$ cat config.mk
export PLATFORM = sky130hd
export DESIGN_NAME = shift_feeder
export DESIGN_NICKNAME = d
export VERILOG_FILES = /design/src/rtl/shift_feeder.sv
export SDC_FILE = /design/constraint.sdc
export NUM_CORES = 1
export LEC_CHECK = 0
export BUFFER_PORTS_ARGS = -buffer_cell sky130_fd_sc_hd__buf_2
export CAP_MARGIN = 20
export CORE_MARGIN = 4
export CORE_UTILIZATION = 50
export CTS_BUF_LIST = sky130_fd_sc_hd__clkbuf_8
export DETAILED_ROUTE_END_ITERATION = 12
export HOLD_SLACK_MARGIN = 0.06
export PLACE_DENSITY_LB_ADDON = 0.3
export SYNTH_ARGS = -nofsm -noshare
export SYNTH_HDL_FRONTEND = slang
export SYNTH_SLANG_ARGS = --single-unit
export TNS_END_PERCENT = 50
$ cat constraint.sdc
create_clock -name clock -period 2.1 [get_ports clock]
set_input_delay 0.315 -clock clock [delete_from_list [all_inputs] [get_ports clock]]
set_output_delay 0.315 -clock clock [all_outputs]
set_load 0.02 [all_outputs]
$ cat src/rtl/shift_feeder.sv
// Byte feeder for an external right-shift register: FIFO-buffers bytes and
// issues load/data so each byte leaves LSB-first on the register's bit 0 without gaps.
module shift_feeder #(
  parameter int WIDTH = 8,
  parameter int DEPTH = 4
) (
  input  logic                     clock,
  input  logic                     reset,
  input  logic                     in_valid,
  input  logic [WIDTH-1:0]         in_data,
  output logic                     in_ready,
  output logic                     sr_load,
  output logic [WIDTH-1:0]         sr_data,
  output logic                     bit_valid,
  output logic [$clog2(WIDTH)-1:0] bit_index,
  output logic                     frame_start,
  output logic [$clog2(DEPTH):0]   level
);

  localparam int AW = $clog2(DEPTH);
  localparam int IW = $clog2(WIDTH);
  localparam int LAST = WIDTH - 1;
  localparam logic [AW:0]   FULL_LEVEL = DEPTH[AW:0];
  localparam logic [AW:0]   PTR_ONE    = {{AW{1'b0}}, 1'b1};
  localparam logic [IW-1:0] LAST_BIT   = LAST[IW-1:0];
  localparam logic [IW-1:0] CNT_ONE    = {{(IW-1){1'b0}}, 1'b1};

  typedef enum logic [0:0] {IDLE = 1'b0, SHIFT = 1'b1} state_t;

  logic [WIDTH-1:0] mem_r [DEPTH];
  logic [AW:0]      wr_ptr_r, rd_ptr_r;
  logic [AW:0]      level_s;
  logic             empty_s, full_s, push_s, pop_s;
  state_t           state_r, state_nx_s;
  logic [IW-1:0]    bit_cnt_r, bit_cnt_nx_s;
  logic             sr_load_s, bit_valid_s;

  // Reset is folded into empty so nothing is loaded or presented while it is held.
  assign level_s = wr_ptr_r - rd_ptr_r;
  assign empty_s = reset || (level_s == {(AW+1){1'b0}});
  assign full_s  = (level_s == FULL_LEVEL);
  assign push_s  = in_valid && in_ready;
  assign pop_s   = sr_load_s;

  assign in_ready    = !full_s && !reset;
  assign level       = reset ? {(AW+1){1'b0}} : level_s;
  assign sr_data     = empty_s ? {WIDTH{1'b0}} : mem_r[rd_ptr_r[AW-1:0]];
  assign sr_load     = sr_load_s;
  assign bit_valid   = bit_valid_s;
  assign bit_index   = bit_valid_s ? bit_cnt_r : {IW{1'b0}};
  assign frame_start = bit_valid_s && (bit_cnt_r == {IW{1'b0}});

  // FIFO storage write port
  always_ff @(posedge clock) begin
    if (push_s) begin
      mem_r[wr_ptr_r[AW-1:0]] <= in_data;
    end
  end

  // FIFO pointers; the extra MSB distinguishes full from empty
  always_ff @(posedge clock) begin
    if (reset) begin
      wr_ptr_r <= {(AW+1){1'b0}};
      rd_ptr_r <= {(AW+1){1'b0}};
    end else begin
      if (push_s) wr_ptr_r <= wr_ptr_r + PTR_ONE;
      if (pop_s)  rd_ptr_r <= rd_ptr_r + PTR_ONE;
    end
  end

  // FSM state and bit counter register
  always_ff @(posedge clock) begin
    if (reset) begin
      state_r   <= IDLE;
      bit_cnt_r <= {IW{1'b0}};
    end else begin
      state_r   <= state_nx_s;
      bit_cnt_r <= bit_cnt_nx_s;
    end
  end

  // Next-state logic
  always_comb begin
    state_nx_s   = state_r;
    bit_cnt_nx_s = bit_cnt_r;
    case (state_r)
      IDLE: begin
        if (!empty_s) begin
          state_nx_s   = SHIFT;
          bit_cnt_nx_s = {IW{1'b0}};
        end else begin
          state_nx_s   = IDLE;
        end
      end
      SHIFT: begin
        if (bit_cnt_r != LAST_BIT) begin
          bit_cnt_nx_s = bit_cnt_r + CNT_ONE;
        end else if (!empty_s) begin
          state_nx_s   = SHIFT;
          bit_cnt_nx_s = {IW{1'b0}};
        end else begin
          state_nx_s   = IDLE;
          bit_cnt_nx_s = {IW{1'b0}};
        end
      end
      default: begin
        state_nx_s   = IDLE;
        bit_cnt_nx_s = {IW{1'b0}};
      end
    endcase
  end

  // Output decode: load on idle-with-data or on the last bit of a byte
  always_comb begin
    sr_load_s   = 1'b0;
    bit_valid_s = 1'b0;
    case (state_r)
      IDLE: begin
        bit_valid_s = 1'b0;
        sr_load_s   = !empty_s;
      end
      SHIFT: begin
        bit_valid_s = !reset;
        if (bit_cnt_r == LAST_BIT) begin
          sr_load_s = !empty_s;
        end else begin
          sr_load_s = 1'b0;
        end
      end
      default: begin
        sr_load_s   = 1'b0;
        bit_valid_s = 1'b0;
      end
    endcase
  end

endmodule

==> results of run 1 <==
==> cells in the final DEF, fill, tap and decap left out, drive strengths merged <==
master,instances
a21oi,4
mux4,8
nand2b,1
nand2,7
ha,9
a31oi,1
a211oi,1
and2,7
clkinv,1
buf,47
a21o,2
o21a,1
o2111ai,1
clkinvlp,1
o211ai,2
edfxtp,32
dfxtp,12
mux2,2
xnor3,1
nand4b,3
clkbuf,5
fa,1
o211a,1
xnor2,1
inv,7
o31ai,1
nor2b,12
and3b,1
nand3b,1
nor2,7
mux2i,4
==> where the power goes <==
part	total, µW	internal [µW]	switching, µW
Sequential	1190	1080	111
Combinational	2370	1220	1150
Clock	502	225	277
==> per-stage QoR <==
step                worst slack, ns  utilization [%]  power, µW  TNS, ns  instance area, µm²
global route                 -0.380             69.8       4320    -5.32                2630
CTS                          -0.298             67.5       3780    -2.96                2540
finish                       -0.283             69.8       4060    -3.27                2630
global placement           -0.00810             62.7       2960   -0.124                2360
detailed placement          -0.0435             62.7       3020   -0.828                2360
floorplan                    0.0130                -       2520        0                2100
==> worst max-delay path: stages (launching register included) <==
cell and delay (ns):
dfxtp_2 0.34, inv_2 0.05, ha_4 0.15, fa_2 0.37, xnor3_2 0.31, a21o_4 0.30, nor2b_4 0.13, buf_6 0.12
==> final cells by class <==
cell class / count / area share [%]
flip-flops and latches: 44 / 45.7
multi-input cells: 79 / 33.7
repair buffers: 47 / 14.2
clock buffers: 5 / 2.61
well taps: 48 / 2.28
inverters: 7 / 0.998
clock inverters: 2 / 0.475
==> per-layer routing <==
layer	up-vias	GRT usage, %	share of wire, %	wire (µm)
li1	594	-	-	-
met1	632	22.3	41	1710
met2	28	30.3	53	2210
met3	7	5.33	4.0	165
met4	0	5.85	1.6	68
met5	-	0	0	0
==> flip-flops by register name, indices dropped and copies added, names as in the netlist, named ones only <==
name	cells
bit_cnt_r	3
mem_r	32
rd_ptr_r	3
state_r	1
wr_ptr_r	3
==> how the worst min path moves through the flow <==
stage / start / end / slack, ns
2_1_floorplan: in_data[0] / mem_r[0][0]$_DFFE_PP_ / 0.41
3_3_place_gp: wr_ptr_r[2]$_SDFFE_PP0N_ / wr_ptr_r[2]$_SDFFE_PP0N_ / 0.49
3_5_place_dp: wr_ptr_r[2]$_SDFFE_PP0N_ / wr_ptr_r[2]$_SDFFE_PP0N_ / 0.50
4_1_cts: in_data[3] / mem_r[1][3]$_DFFE_PP_ / 0.23
5_1_grt: in_data[1] / mem_r[1][1]$_DFFE_PP_ / 0.23
6_report: in_data[3] / mem_r[3][3]$_DFFE_PP_ / 0.23
==> timing repair <==
action	in CTS	in global routing
pin swaps	2	8
gates cloned	1	0
buffers inserted	2	3
endpoints found under the setup margin	35	37
gates resized for setup	28	17
hold buffers	0	0
==> cell families (layout without fill, tap and decap cells) <==
logic type      count (synthesis)  in the layout  synth area share (%)
compound gates                 13             14                  5.94
mux                            14             14                  12.1
fa+ha+maj                      10             10                  6.63
flops                          44             44                  60.1
xor+xnor                        2              2                  1.56
simple gates                   39             39                  11.0
buf+inv                        12             61                  2.63
==> run metrics, run 1 <==
outcome complete, but fails checks; failing checks negative setup slack; Crit Path Category reg -> out; fin crit period 2.38 ns; pins over their slew limit 0; startpoint types flop; detailed placer's ending HPWL 2.81 mm; PwrDens 1540 nW/µm²; clock slew at reported path FFs 0.07 ns; leading area contributor after synthesis edfxtp_1; root buffer cell clkbuf_8; arrival time at the worst endpoint 2.07 ns; starting density of the core 53.0%; Routability Congestion 0.783; initial DRC count 82; post-route ant nets 0; Most used DFF post-synth edfxtp_1; CP endpoint kind output port; final worst setup slack -0.283 ns; Hold Path Class in -> reg; Post-Syn Instances 134; Routed WL 4.15 mm; initial antenna violation count 0; GRT Total Usage 18.0%; Die ar. 5070 µm²; crit path launch wr_ptr_r[0]$_SDFFE_PP0N_; num ports 29; Final setup viols 23; Rel. slew slack 65.3%; die width 71.2 µm; Ys Warns 0; crit path capture sr_data[2]; EDFF count, synth 32; vias per inst 5.44; Multi-input gate area 888 µm²; ranking of synthesized cells by area edfxtp_1 (48%), dfxtp_1 (12%), mux4_2 (9.0%), ha_1 (5.6%), nor2b_1 (3.8%); Max Clock Skew 0.00780 ns; post-DR wirelength/cell 17.9 µm; total grt overflow 0; Syn-to-layout area delta 31.7%; vias post-DR 1261; synthesized flop and latch total 44; hold depth 1; CTS tree built; mapped cell area 2000 µm²; max-capacitance violation count 0; r2r startpoint wr_ptr_r[0]$_SDFFE_PP0N_; actual slew at the worst max-slew pin 0.519 ns; TritonCTS buffer count 5; largest net degree at the start of global routing 16; post-synth top area share 48.1%; RSZ-0062 raised after global routing true; Syn Area/Cell 14.9 µm²; DRC violations left 0; sequential-to-total area share from yosys stat 60.1%; drt pass-1 iters 5; Max IR drop VDD 1.05 mV; Lkg Pwr 0.00105 µW; final hold vios 0; Port Buf Inserts 28; Fill cells 262; Skew-Pair Late Insertion Delay 0.30 ns; Syn Nets 155; H-Tree Depth 2; first-pass GRT wire length 6.95 mm; synth cell count leaders edfxtp_1 (32), dfxtp_1 (12), nor2b_1 (12); Hold WS 0.230 ns; CP max FO 5; r2r setup slk -0.13 ns; nets@finish 205; Final Non-Filler Cells 232; CTS sink cnt 44; reg2reg path depth 9; number of global-route vias before repair 1405; Register Area 1200 µm²; clk buf depth 2; Netlist cell types 32; asr flop ratio synth 0%; dpl cells 219; most common cell in the synthesized netlist edfxtp_1; CP required 1.78 ns; num rows 22; Inserted Diodes 0; core area 3770 µm²; Max Fclk 0.420 GHz; Period Utilization, post-route 113%; Die Height 71.2 µm; share of cells above drive strength 1 50.0%
No activity file was read; power rests on OpenSTA's default activity.
==> run 2: changes to the inputs <==
PLACE_DENSITY = 0.78   (was default)
PLACE_DENSITY_LB_ADDON = default   (was 0.3)
==> run 2 against run 1 <==
The flow still finishes with violations (negative setup slack). Global-route usage is 1.6 points lower. Register-to-register slack hardly changed. Clock power is 32% higher. Sequential power hardly changed. Design area is 0.24% higher. First-iteration DRC count is 1.2% higher. Power is 0.27% higher. Worst hold slack better by 0.0015 ns. Sequential share of layout area is 0.16 points lower. Critical endpoint is now sr_data[4]. Largest cell class unchanged.
==> run metrics, run 2 (synthesis results as in run 1) <==
outcome complete, but fails checks; failing checks negative setup slack; arrival time at the worst endpoint 2.06 ns (about the same); CTS sink cnt 44 (unchanged); Routability Congestion 0.784 (+0.10%); Hold Path Class in -> reg; Lkg Pwr 0.00105 µW (+0.58%); Multi-input gate area 880 µm² (-0.99%); max reg flops 32 (unchanged); Max Fclk 0.422 GHz (+0.56%); num rows 22 (unchanged); GRT Total Usage 16.4% (-1.6 points); actual slew at the worst max-slew pin 0.532 ns (+0.0128 ns); post-DR wirelength/cell 16.4 µm (-8.1%); fin crit period 2.37 ns (-0.0133 ns); Die Height 71.2 µm (unchanged); TritonCTS buffer count 5 (unchanged); placed instance area 2370 µm² (+0.21%); clk buf depth 2 (unchanged); RSZ-0062 raised after global routing true; first-pass GRT wire length 6.32 mm (-9.0%); starting density of the core 53.0% (unchanged); Final setup viols 46 (+100%); CP max FO 5 (unchanged); vias per inst 5.31 (-2.3%); worst slack, placed -0.0606 ns (-0.0171 ns); Syn-to-layout area delta 32.0%; Crit Path Category reg -> out; Max Clock Skew 0.00832 ns (+0.000513 ns); number of global-route vias before repair 1309 (-6.8%); Period Utilization, post-route 113% (-0.63 points); final hold vios 0 (unchanged); Hold WS 0.232 ns (+0.00149 ns); max-capacitance violation count 0 (unchanged); Rel. slew slack 64.5% (-0.86 points); detailed placer's ending HPWL 2.59 mm (-7.8%); initial DRC count 83 (+1.2%); post-route ant nets 0 (unchanged); CP cell instances inv_2 > ha_4 > fa_2 > xnor3_2 > a21o_4 > nor2b_4 > buf_6; clock slew at reported path FFs 0.08 ns (about the same); pins over their slew limit 0 (unchanged); H-Tree Depth 2 (unchanged); root buffer cell clkbuf_8; critical path's top delay family adder cells; Register Area 1200 µm² (-0.10%); buffers and inverters on the worst path 2 (unchanged); drt pass-1 iters 4 (-1); Crit path largest cell delay 0.36 ns (about the same); num ports 29 (unchanged); Fill cells 247 (-5.7%); largest net degree at the start of global routing 16 (unchanged); final worst setup slack -0.270 ns (+0.0133 ns); CTS tree built; Skew-Pair Late Insertion Delay 0.29 ns (about the same); DRC violations left 0 (unchanged); share of cells above drive strength 1 47.3% (-2.7 points); commonest non-fill, non-tap cells in the layout edfxtp_1 (32), buf_2 (18), buf_4 (17); Finished Cell Area 2640 µm² (+0.24%); commonest non-fill, non-tap cell in the layout edfxtp_1; vias post-DR 1232 (-2.3%); Port Buf Inserts 28 (unchanged); CP endpoint kind output port; Die ar. 5070 µm² (unchanged); Inserted Diodes 0 (unchanged); CP required 1.78 ns (about the same); total grt overflow 0 (unchanged); initial antenna violation count 0 (unchanged); Max IR drop VDD 0.866 mV (-18%); startpoint types flop; core area 3770 µm² (unchanged); nets@finish 204 (-0.49%); slowest CP cell fa_2; Routed WL 3.81 mm (-8.1%); PwrDens 1540 nW/µm² (about the same); die width 71.2 µm (unchanged)
## run 2: cell types whose count changed in the layout (fill, tap and decap cells not counted), moves of 2 or more
cell	change
buf_4	+4
buf_6	-7
mux2_1	+2
mux2_4	-2
nor2_1	+2
## run 2: final timing paths
kind	from	to	slack, ns	cells past startpoint
worst max-delay path	wr_ptr_r[0]$_SDFFE_PP0N_	sr_data[4]	-0.27	7
worst min-delay path	in_data[6]	mem_r[0][6]$_DFFE_PP_	0.23	1
worst max register to register	wr_ptr_r[0]$_SDFFE_PP0N_	mem_r[3][3]$_DFFE_PP_	-0.14	10
worst min register to register	wr_ptr_r[2]$_SDFFE_PP0N_	wr_ptr_r[2]$_SDFFE_PP0N_	0.54	1
## run 2: worst register-to-register path, cell delays in order, from the launching register on
cell      delay, ns
dfxtp_2        0.34
inv_2          0.05
ha_4           0.16
fa_2           0.36
xnor3_2        0.30
buf_4          0.17
buf_6          0.11
buf_4          0.14
o211ai_4       0.19
inv_2          0.07
buf_12         0.14
## run 2: report_power, final
part / switching, µW / internal [µW]
clock network: 275 / 389
logic: 1090 / 1140
registers: 107 / 1080
## run 2: area by class of cell
| type | instances | area share (%) |
|---|---|---|
| Sequential cell | 44 | 45.5 |
| Timing Repair Buffer | 46 | 13.3 |
| Clock buffer | 6 | 3.13 |
| Tap cell | 48 | 2.27 |
| Multi-Input combinational cell | 79 | 33.3 |
| Inverter | 7 | 0.995 |
| Clock inverter | 2 | 1.47 |
## run 2: timing repair
item	in CTS	in global routing
gates cloned	1	0
setup buffers	2	3
endpoints found under the setup margin	35	49
pin swaps	6	2
resized for setup	29	3
hold buffers	0	0
## run 2: layer usage
| metal | global-route usage (%) | wire (µm) | up-vias |
|---|---|---|---|
| met3 | 3.79 | 144 | 6 |
| met2 | 29.1 | 2040 | 21 |
| li1 | - | - | 592 |
| met1 | 19.5 | 1590 | 613 |
| met5 | 0 | 0 | - |
| met4 | 5.43 | 47 | 0 |
## run 2: per-stage QoR
| stage | cells | power (µW) | utilization [%] | setup TNS, ns |
|---|---|---|---|---|
| 5_1_grt | 232 | 4290 | 70.0 | -9.64 |
| 3_3_place_gp | 218 | 2970 | 62.8 | -0.483 |
| 6_report | 232 | 4070 | 70.0 | -6.81 |
| 2_1_floorplan | 134 | 2520 | - | 0 |
| 3_5_place_dp | 218 | 3010 | 62.8 | -1.29 |
| 4_1_cts | 229 | 3970 | 68.9 | -3.43 |
==> run 3: changes to the inputs <==
CORE_ASPECT_RATIO = 0.5   (was default)
SKIP_LAST_GASP = 1   (was default)
==> run 3 against run 2 <==
The run still ends with negative setup slack left. Sequential share of layout area down 0.78 points. Die area grew 1.2%. Clock-buffer cell count shrank 1. Flip-flop and latch count unchanged. Core utilization rose by 3.8 points. Power up 7.4%. Largest power group unchanged.
==> run metrics, run 3 (synthesis results as in run 1) <==
CP cell instances inv_2 > ha_4 > fa_2 > xnor3_2 > a21o_4 > nor2b_4 > buf_6; num ports 29 (unchanged); Rel. slew slack 65.3% (+0.86 points); Final setup viols 50 (+8.7%); GRT Total Usage 17.9% (+1.6 points); core area 3640 µm² (-3.5%); post-DR wirelength/cell 18.4 µm (+12%); Crit path largest cell delay 0.39 ns (+0.03 ns); Inserted Diodes 0 (unchanged); Clk pwr share 14.8% (-1.5 points); initial antenna violation count 0 (unchanged); switching pwr 1630 µW (+11%); slowest CP cell fa_2; max reg flops 32 (unchanged); Max Clock Skew 0.00585 ns (-0.00246 ns); actual slew at the worst max-slew pin 0.519 ns (-0.0129 ns); Port Buf Inserts 28 (unchanged); Finished Cell Area 2690 µm² (+1.8%); CTS sink cnt 44 (unchanged); vias post-DR 1327 (+7.7%); die width 97.4 µm (+37%); fin crit period 2.43 ns (+0.0562 ns); detailed placer's ending HPWL 2.65 mm (+2.5%); reg2reg path depth 8 (-2); crit path capture sr_data[7]; Comb pwr share 58.1% (+3.4 points); post-route ant nets 0 (unchanged); sequential power share 27.1% (-1.9 points); Max IR drop VDD 0.825 mV (-4.7%); nets@finish 210 (+2.9%); Die Height 52.7 µm (-26%); Crit Path Category reg -> out; placed instance area 2380 µm² (+0.48%); DRC violations left 0 (unchanged); largest net degree at the start of global routing 16 (unchanged); CP max FO 5 (unchanged); Register Area 1200 µm² (unchanged); number of global-route vias before repair 1376 (+5.1%); H-Tree Depth 2 (unchanged); Internal 2740 µW (+5.5%); Multi-input gate area 881 µm² (+0.14%); Die ar. 5140 µm² (+1.2%); starting density of the core 54.9% (+1.9 points); clk buf depth 2 (unchanged); Sw Share 37.3% (+1.2 points); TritonCTS buffer count 5 (unchanged); Period Utilization, post-route 116% (+2.7 points); first-pass GRT wire length 6.85 mm (+8.4%); RSZ-0062 raised after global routing true; Worst R2R End mem_r[2][1]$_DFFE_PP_; crit path launch wr_ptr_r[0]$_SDFFE_PP0N_; final hold vios 0 (unchanged); clock slew at reported path FFs 0.09 ns (about the same); critical hold path startpoint in_data[3]; max-capacitance violation count 0 (unchanged); Skew-Pair Late Insertion Delay 0.29 ns (about the same); failing checks negative setup slack; r2r setup slk -0.23 ns (-0.09 ns); CP endpoint kind output port; startpoint types flop; Syn-to-layout area delta 34.4%; Max Fclk 0.412 GHz (-2.3%); Fill cells 210 (-15%); drt pass-1 iters 4 (unchanged); PwrDens 1630 nW/µm² (+5.6%); vias per inst 5.51 (+3.7%); CTS tree built; root buffer cell clkbuf_8; share of cells above drive strength 1 49.5% (+2.2 points); total chip power 4380 µW (+7.4%); commonest non-fill, non-tap cells in the layout edfxtp_1 (32), buf_4 (23), buf_2 (17); pins over their slew limit 0 (unchanged); Routability Congestion 0.793 (+1.2%); r2r startpoint wr_ptr_r[0]$_SDFFE_PP0N_; Lkg Pwr 0.00109 µW (+3.3%); initial DRC count 58 (-30%); num rows 15 (-32%); commonest non-fill, non-tap cell in the layout edfxtp_1; outcome complete, but fails checks; total grt overflow 0 (unchanged); CP required 1.78 ns (about the same); Routed WL 4.44 mm (+16%); arrival time at the worst endpoint 2.11 ns (+0.05 ns); final worst setup slack -0.326 ns (-0.0562 ns); Hold Path Class in -> reg
-- run 3: cell count changes in the layout (fill, tap and decap cells not counted), moves of 2 or more --
cell and delta:
buf_4 +6, and2_4 -2, mux2_1 -2, mux2_4 +2
-- run 3: what timing repair did --
item / CTS / global route
setup endpoints to repair: 27 / 47
setup buffers: 6 / 4
pin swaps: 4 / 3
resized for setup: 28 / 6
hold buffers: 0 / 0
endpoints found under the hold margin: 0 / 0
gates cloned: 1 / 0
-- run 3: area by class of cell --
cell class              instances  share of cell area (%)
inverters                       7                   0.978
clock buffers                   5                    2.56
flip-flops and latches         44                    44.8
clock inverters                 3                    1.58
well taps                      51                    2.38
repair buffers                 52                    15.0
multi-input cells              79                    32.8
-- run 3: metal layers --
metal | GRT usage, % | vias up | routed length, µm
met5 | 0 | - | 0
met4 | 6.90 | 0 | 71
met3 | 3.72 | 6 | 182
met2 | 33.2 | 36 | 2270
met1 | 21.1 | 676 | 1920
li1 | - | 609 | -
-- run 3: how the worst min path moves through the flow --
| stage | slack [ns] | to | depth (start not counted) |
|---|---|---|---|
| 6_report | 0.23 | mem_r[1][3]$_DFFE_PP_ | 1 |
| 4_1_cts | 0.23 | mem_r[3][0]$_DFFE_PP_ | 1 |
| 5_1_grt | 0.22 | mem_r[1][6]$_DFFE_PP_ | 1 |
| 2_1_floorplan | 0.41 | mem_r[0][0]$_DFFE_PP_ | 0 |
| 3_3_place_gp | 0.51 | wr_ptr_r[2]$_SDFFE_PP0N_ | 1 |
| 3_5_place_dp | 0.52 | wr_ptr_r[2]$_SDFFE_PP0N_ | 1 |
-- run 3: power groups by stage --
stage,Sequential [µW],Combinational [µW],Clock [µW]
floorplan,1160,1360,0
global placement,1200,1800,0
detailed placement,1200,1820,0
CTS,1180,2280,647
global route,1200,2700,688
finish,1190,2540,648
-- run 3: critical path, delay by kind of cell, from the launching register on --
family / cells / cell delay, ns
flops: 1 / 0.34
simple gates: 1 / 0.13
fa+ha+maj: 2 / 0.54
xor+xnor: 1 / 0.33
buf+inv: 2 / 0.17
compound gates: 1 / 0.31
-- run 3: per-stage QoR --
stage	utilization, %	setup WS, ns	cells	hold WS (ns)	setup TNS, ns
floorplan	-	0.0130	134	0.414	0
global placement	65.4	0.0127	222	0.511	0
detailed placement	65.4	-0.0254	222	0.525	-0.252
CTS	72.4	-0.279	237	0.228	-5.15
global route	73.8	-0.382	241	0.222	-12.67
finish	73.8	-0.326	241	0.235	-9.86
